## src/rtl/adld_pkg.sv

```systemverilog
// Shared types and default sizing for the multi-cycle chunked adder.
package adld_pkg;
   typedef enum logic [1:0] {IDLE, ADD, DONE} state_t;

   localparam int WIDTH_DEF = 16;
   localparam int SLICE_DEF = 4;
endpackage

```

## src/rtl/chunked_adder_rca_slice.sv

```systemverilog
// Combinational SLICE-bit adder reused on every ADD cycle; also exposes the
// carry into its top bit so the parent can derive signed overflow.
module rca_slice #(
   parameter int SLICE = 4
) (
   input  logic [SLICE-1:0] a,
   input  logic [SLICE-1:0] b,
   input  logic             ci,
   output logic [SLICE-1:0] s,
   output logic             co,
   output logic             c_msb_in
);
   logic [SLICE:0] w_sum;

   assign w_sum    = {1'b0, a} + {1'b0, b} + {{SLICE{1'b0}}, ci};
   assign s        = w_sum[SLICE-1:0];
   assign co       = w_sum[SLICE];
   // Sum bit = a ^ b ^ carry_in, so the carry into the MSB falls out directly.
   assign c_msb_in = a[SLICE-1] ^ b[SLICE-1] ^ s[SLICE-1];
endmodule

```

## src/rtl/chunked_adder.sv

```systemverilog
// Serial add/subtract: one SLICE-bit chunk per clock, LSB chunk first,
// with a one-cycle done pulse once S, Cout and V are complete.
module chunked_adder
   import adld_pkg::*;
#(
   parameter int WIDTH = WIDTH_DEF,
   parameter int SLICE = SLICE_DEF
) (
   input  logic             clk,
   input  logic             rst_n,
   input  logic             start,
   input  logic             SUB,
   input  logic             Cin,
   input  logic [WIDTH-1:0] A,
   input  logic [WIDTH-1:0] B,
   output logic [WIDTH-1:0] S,
   output logic             Cout,
   output logic             V,
   output logic             busy,
   output logic             done
);
   localparam int NSLICE = WIDTH / SLICE;
   localparam int IDX_W  = (NSLICE > 1) ? $clog2(NSLICE) : 1;
   localparam logic [IDX_W-1:0] LAST_IDX = IDX_W'(NSLICE - 1);

   state_t             r_state;
   logic [IDX_W-1:0]   r_idx;
   logic [WIDTH-1:0]   r_a;
   logic [WIDTH-1:0]   r_b;
   logic               r_sub;
   logic               r_carry;

   logic [SLICE-1:0]   w_a;
   logic [SLICE-1:0]   w_b;
   logic [SLICE-1:0]   w_s;
   logic               w_co;
   logic               w_c_msb;

   // Subtraction is A + ~B + 1: the +1 comes from the carry preload.
   assign w_a = r_a[r_idx*SLICE +: SLICE];
   assign w_b = r_b[r_idx*SLICE +: SLICE] ^ {SLICE{r_sub}};

   rca_slice #(.SLICE(SLICE)) u_slice (
      .a        (w_a),
      .b        (w_b),
      .ci       (r_carry),
      .s        (w_s),
      .co       (w_co),
      .c_msb_in (w_c_msb)
   );

   // NOTE: non-blocking assignments throughout so every register samples pre-edge values.
   always_ff @(posedge clk) begin
      if (!rst_n) begin
         r_state <= IDLE;
         r_idx   <= '0;
         r_a     <= '0;
         r_b     <= '0;
         r_sub   <= 1'b0;
         r_carry <= 1'b0;
         S       <= '0;
         Cout    <= 1'b0;
         V       <= 1'b0;
         busy    <= 1'b0;
         done    <= 1'b0;
      end else begin
         done <= 1'b0;
         case (r_state)
            IDLE: begin
               if (start) begin
                  r_a     <= A;
                  r_b     <= B;
                  r_sub   <= SUB;
                  r_carry <= SUB | Cin;
                  r_idx   <= '0;
                  busy    <= 1'b1;
                  r_state <= ADD;
               end
            end
            ADD: begin
               S[r_idx*SLICE +: SLICE] <= w_s;
               r_carry                 <= w_co;
               if (r_idx == LAST_IDX) begin
                  Cout    <= w_co;
                  V       <= w_c_msb ^ w_co;
                  r_state <= DONE;
               end else begin
                  r_idx <= r_idx + 1'b1;
               end
            end
            DONE: begin
               done    <= 1'b1;
               busy    <= 1'b0;
               r_state <= IDLE;
            end
            default: r_state <= IDLE;
         endcase
      end
   end
endmodule
```

## config.mk

```make
export PLATFORM = sky130hd
export DESIGN_NAME = chunked_adder
export DESIGN_NICKNAME = d
export VERILOG_FILES = /design/src/rtl/adld_pkg.sv /design/src/rtl/chunked_adder_rca_slice.sv /design/src/rtl/chunked_adder.sv
export SDC_FILE = /design/constraint.sdc
export NUM_CORES = 1
export LEC_CHECK = 0
export BUFFER_PORTS_ARGS = -buffer_cell sky130_fd_sc_hd__buf_2
export CAP_MARGIN = 15
export CELL_PAD_IN_SITES_DETAIL_PLACEMENT = 1
export CELL_PAD_IN_SITES_GLOBAL_PLACEMENT = 2
export CORE_UTILIZATION = 35
export DETAILED_ROUTE_END_ITERATION = 8
export PLACE_DENSITY_LB_ADDON = 0.1
export SLEW_MARGIN = 20
export SYNTH_ARGS = -nofsm -noshare
export SYNTH_HDL_FRONTEND = slang
export SYNTH_SLANG_ARGS = --single-unit
```

## constraint.sdc

```tcl
create_clock -name clk -period 7.8 [get_ports clk]
set_input_delay 0.39 -clock clk [delete_from_list [all_inputs] [get_ports clk]]
set_output_delay 0.39 -clock clk [all_outputs]
set_load 0.02 [all_outputs]
```

; Word-level counts from Yosys, hierarchy flattened
; Cells that the tools add are included.
[word_totals]
ff_bits = 58
[op_classes]
n_reduce_logical = 9
n_shift = 4
bitwise = 5
n_eq_ne = 6
addsub = 4
n_mux = 12
[ops]
columns = operator, n
row1 = negation 4 -> 34 bit, 1
row2 = "variable shift 4 x 34 -> 16 bit, first input constant", 1
row3 = indexed part select 4 x 34 -> 16 bit, 1
row4 = indexed part select 16 x 5 -> 4 bit, 2
row5 = bitwise mux 16 bit, 1
row6 = AND reduction 2 bit, 5
row7 = 2-to-1 mux 2 bit, 4
row8 = one-hot mux 2 bit (2 select lines), 2
row9 = "inequality test 2 bit, second input constant", 3
row10 = adder 4 x 4 -> 5 bit, 1
row11 = adder 5 x 1 -> 5 bit, 1
row12 = "== test 2 bit, second input constant", 2
row13 = one-hot mux 1 bit (2 select lines), 2
row14 = nonzero test 2 bit, 2
row15 = XOR 4 bit, 1
row16 = 2-to-1 mux 1 bit, 3
row17 = AND reduction 3 bit, 1
row18 = XOR 1 bit, 3
row19 = "adder 2 x 1 -> 2 bit, second input constant", 1
row20 = "== test 2 x 1 -> 1 bit, second input constant", 1
row21 = zero test 2 bit, 1
row22 = bitwise OR 1 bit, 1

; Depth between registers and ports, before layout
[depth]
word_depth = 6
mapped_depth = 9

; Cells and area by module
; A second synthesis with hierarchy kept.
[hier_totals]
cells_unflattened = 286
area_unflattened_um2 = 2608.8
[modules_own_cells]
columns = module, n_inst, cells_each, area_per_inst_um2, seq_area_each_um2
row1 = chunked_adder, 1, 269, 2464.9, 1161.1
row2 = rca_slice, 1, 17, 143.9, 0.0

; Worst setup path after synthesis
; No wires, ideal clock.
[synth_path]
kind = reg2reg
from = reg r_idx[0]
to = reg V
setup_ps = 120
n_path_buf = 1
stages_incl_launch_ff = 10
required_time_ps = 7680
slack_ps = 4953
t_arrival_ps = 2727
synth_period_minus_slack_ps = 2847
cell_sequence = dfxtp_1 > buf_6 > mux4_1 > xor2_1 > fa_1 > fa_1 > a21o_1 > a21oi_1 > xor2_1 > a21oi_1
[synth_via]
elab_chain_len = 6
[synth_lines]
columns = element, line
row1 = start: declaration, chunked_adder.sv:27  ; logic [IDX_W-1:0] r_idx;
row2 = start signal: assignment, chunked_adder.sv:88  ; r_idx <= r_idx + 1'b1;
row3 = indexed part select 16 x 5 -> 4 bit, chunked_adder.sv:41  ; assign w_b = r_b[r_idx*SLICE +: SLICE] ^ {SLICE{r_sub}};
row4 = XOR 4 bit, chunked_adder.sv:41
row5 = adder 4 x 4 -> 5 bit, chunked_adder_rca_slice.sv:15  ; assign w_sum = {1'b0, a} + {1'b0, b} + {{SLICE{1'b0}}, ci};
row6 = adder 5 x 1 -> 5 bit, chunked_adder_rca_slice.sv:15
row7 = XOR 1 bit, chunked_adder_rca_slice.sv:19  ; assign c_msb_in = a[SLICE-1] ^ b[SLICE-1] ^ s[SLICE-1];
row8 = XOR 1 bit, chunked_adder.sv:85  ; V <= w_c_msb ^ w_co;
row9 = end signal: assignment, chunked_adder.sv:85
row10 = end: declaration, chunked_adder.sv:18  ; output logic V,
; Several ways; a longest one is shown, not always the timed one.
; A chain may end at the register's enable or synchronous reset.

; Final worst setup path
; Same ends and word-level chain as after synthesis.

==> results.md <==
* Total setup violations reported at the end of the flow at 0
* Post-synthesis area per instance at 9.70 µm²
* Largest net degree at the start of global routing at 62
* Post-DP Area at 0.00301 mm²
* Syn Inst Count at 278
* Number of synthesized register bits at 58
* Antenna violations before repair at 0
* Netlist cell types at 37
* Leakage Power at 1.39 nW
* Power per cell area at 223 mW/mm²
* Final total negative setup slack at 0 ns
* Antenna diode count at 0
* Total global routing overflow at 0
* CTS Root Buffer Type: clkbuf_8
* FF-to-FF path depth at 8
* Type of the most critical hold path: in -> reg
* Endpoint of the lowest-slack register-to-register path: V$_SDFFE_PN0P_
* I/O pin count at 57
* Antenna Violating Nets Remaining at 0
* Period utilisation layout at 42.1%
* Required @ worst endpoint at 8.02 ns
* Portion of synthesized cell area occupied by the leading cell type at 43.1%
* Critical path's largest stage delay at 0.74 ns
* Final setup skew at 0.00796 ns
* CTS H-tree depth at 3
* Detailed-route DRC error count at 0
* Post-Syn Nets at 326
* Number of port buffers at 56
* Vias at 2109
* Post-route total power at 0.720 mW
* Transition time of the tightest slew-check pin at 0.927 ns
* Die Area at 0.00806 mm²
* Final core utilization at 44.0%
* Warning count from the yosys run at 0
* Relative slew slack at 38.2%
* Setup Crit Path Kind: reg -> reg
* Most numerous cell in the Yosys netlist: nand2_1
* Cell type group with the largest total delay on the critical path: adder cells
* Number of standard cells in the final layout excluding fillers at 434
* CP bufs+invs at 0
* Critical Path, Cell by Cell: mux4_1 -> xor2_1 -> fa_1 -> fa_1 -> a21o_1 -> a21oi_1 -> xor2_1 -> a21oi_1
* Part of the Yosys area used for sequential elements at 43.1%
* RSZ-0062 raised after global routing: false
* Vertical die dimension at 89.8 µm
* Total Wirelength at 6.03 mm
* Clock insertion delay at the later pin of the skew report at 0.34 ns
* Cell row count at 31
* CTS tree: done
* Routed WL per cell at 13.9 µm
* Quantity of gates resized following cts at 0
* Num CTS Buffers at 9
* Time the worst path needs with I/O delays and setup at 3.29 ns
* Weighted congestion at the end of routability-driven global placement at 0.729
* Via count of the first global-routing pass at 2216
* Slowest library cell on the worst path: dfxtp_1
* Most frequent cells after synthesis: nand2_1, dfxtp_1, a21boi_1
* Number of enable flip-flop cells after synthesis at 0
* Fin worst setup slack at 4.51 ns
* FFs w/ async S/R, synth at 0%
* Number of placed instances with taps included at 418
* Drt initial violations at 61
* CTS hold repair buffers at 0
* Number of cells on the worst hold path at 3
* Count of max-cap constraint violations at 0
* Overall routing resource usage at 16.4%
* Critical Path Fanout Max at 14
* Number of nets in the final layout at 378
* Netlist area before placement at 0.00270 mm²
* Synth area leaders: dfxtp_1, nand2_1, a21boi_1
* Core Area at 0.00733 mm²
* Die extent in x at 89.8 µm
* Setup Fix Bufs, Post-CTS at 0
* Synth Flop Type: dfxtp_1
* Detailed-routing iteration count for the pre-antenna-repair pass at 4
* Crit path launch type: flip-flop
* Peak Freq at 304 MHz
* Critical Path AT at 3.51 ns
* Top cell type by total area after synthesis: dfxtp_1
* Sort of element at the end of the critical path: flip-flop
* Worst reg2reg path startpoint: r_idx[0]$_SDFFE_PN0P_
* Hold-critical path endpoint: r_a[14]$_SDFFE_PN0P_
* Worst-case register-to-register setup slack at 4.51 ns
* Sinks on Clock Net at 58
* Largest vdd supply drop at 0.000102 V
* Vias per std cell at 4.86
* Critical hold path startpoint: A[14]
* First-pass GRT wire length at 10.6 mm
* Clock input transition at the sequential cells of the worst setup and hold paths at 0.07 ns
* Dpl hpwl at 4.20 mm
* Synth-to-layout area growth at 19.6%
* Fraction of layout cells with a size suffix above 1 at 23.6%
* Effective utilization at floorplan at 36.8%
* Fill cell count at 869
* Worst hold slack at 0.282 ns
* Setup slack after placement at 4.47 ns
* Status: finished, final reports clean
* Final-report max-slew violation count at 0
* Post-route cell area at 0.00322 mm²
* Final Hold Fails at 0
* Longest Clk Path Bufs at 2
state kept, by name, indices dropped and copies added (netlist names):
| register | flops |
|---|---|
| V | 1 |
| r_idx | 2 |
| r_b | 16 |
| S | 16 |
| r_sub | 1 |
| r_state | 2 |
| busy | 1 |
| r_carry | 1 |
| r_a | 16 |
| done | 1 |
| Cout | 1 |
kinds of logic after synthesis:
family                     synth area share, %
AOI/OAI and AO/OA                         16.8
xor gates and xnor gates                  1.95
adders and majority gates                 5.66
buffers and inverters                     4.22
DFF                                       43.1
muxes                                     7.80
and+or+nand+nor                           20.5
worst max path at each step:
| stage | start | endpoint | slack, ns | depth (start not counted) |
|---|---|---|---|---|
| floorplan | r_idx[0]$_SDFFE_PN0P_ | V$_SDFFE_PN0P_ | 4.95 | 9 |
| global placement | r_idx[0]$_SDFFE_PN0P_ | V$_SDFFE_PN0P_ | 4.59 | 8 |
| detailed placement | r_idx[0]$_SDFFE_PN0P_ | V$_SDFFE_PN0P_ | 4.47 | 8 |
| CTS | r_idx[0]$_SDFFE_PN0P_ | V$_SDFFE_PN0P_ | 4.45 | 8 |
| global route | r_idx[0]$_SDFFE_PN0P_ | V$_SDFFE_PN0P_ | 4.30 | 8 |
| finish | r_idx[0]$_SDFFE_PN0P_ | V$_SDFFE_PN0P_ | 4.51 | 8 |
worst reg2reg max path: cells and delay by family (launching register included):
kind	cells	cell delay, ns
DFF	1	0.74
AOI/OAI and AO/OA	3	0.52
muxes	1	0.68
adders and majority gates	2	0.87
xor gates and xnor gates	2	0.37
placed cells by master (no fill, tap or decap), types with 2 or more instances in the layout:
cell / n
clkbuf_8: 10
o21ai_0: 4
xor2_1: 6
nand2_1: 75
o21bai_1: 2
and4_1: 2
buf_2: 56
clkinv_2: 2
a22oi_1: 13
nor3b_1: 2
a21oi_1: 4
a21boi_0: 3
mux4_1: 8
a21boi_1: 30
inv_1: 3
ha_1: 9
nor2_1: 4
bufinv_16: 2
nand3_1: 3
dfxtp_1: 58
fa_1: 2
nor2b_1: 18
where the power goes:
| part | internal, mW | switching [mW] | total [mW] |
|---|---|---|---|
| combinational | 0.0412 | 0.0511 | 0.0923 |
| clock | 0.187 | 0.119 | 0.306 |
| sequential | 0.310 | 0.0110 | 0.321 |
metal layers:
metal  vias to the layer above  share of wire, %  global-route usage [%]
li1                       1065                 -                       -
met1                       996                48                    20.2
met2                        39                47                    27.6
met3                         9               3.7                    4.65
met4                         0               1.2                    5.33
met5                         -                 0                       0
final cells by class:
cell class              instances  area, µm²  area share (%)
multi-input cells             201       1420            44.1
repair buffers                 57        288            8.93
flip-flops and latches         58       1160            36.0
clock inverters                 5       77.6            2.41
clock buffers                  11        141            4.38
inverters                       3       11.3           0.349
well taps                      99        124            3.84
No activity file was read; power rests on OpenSTA's default activity.
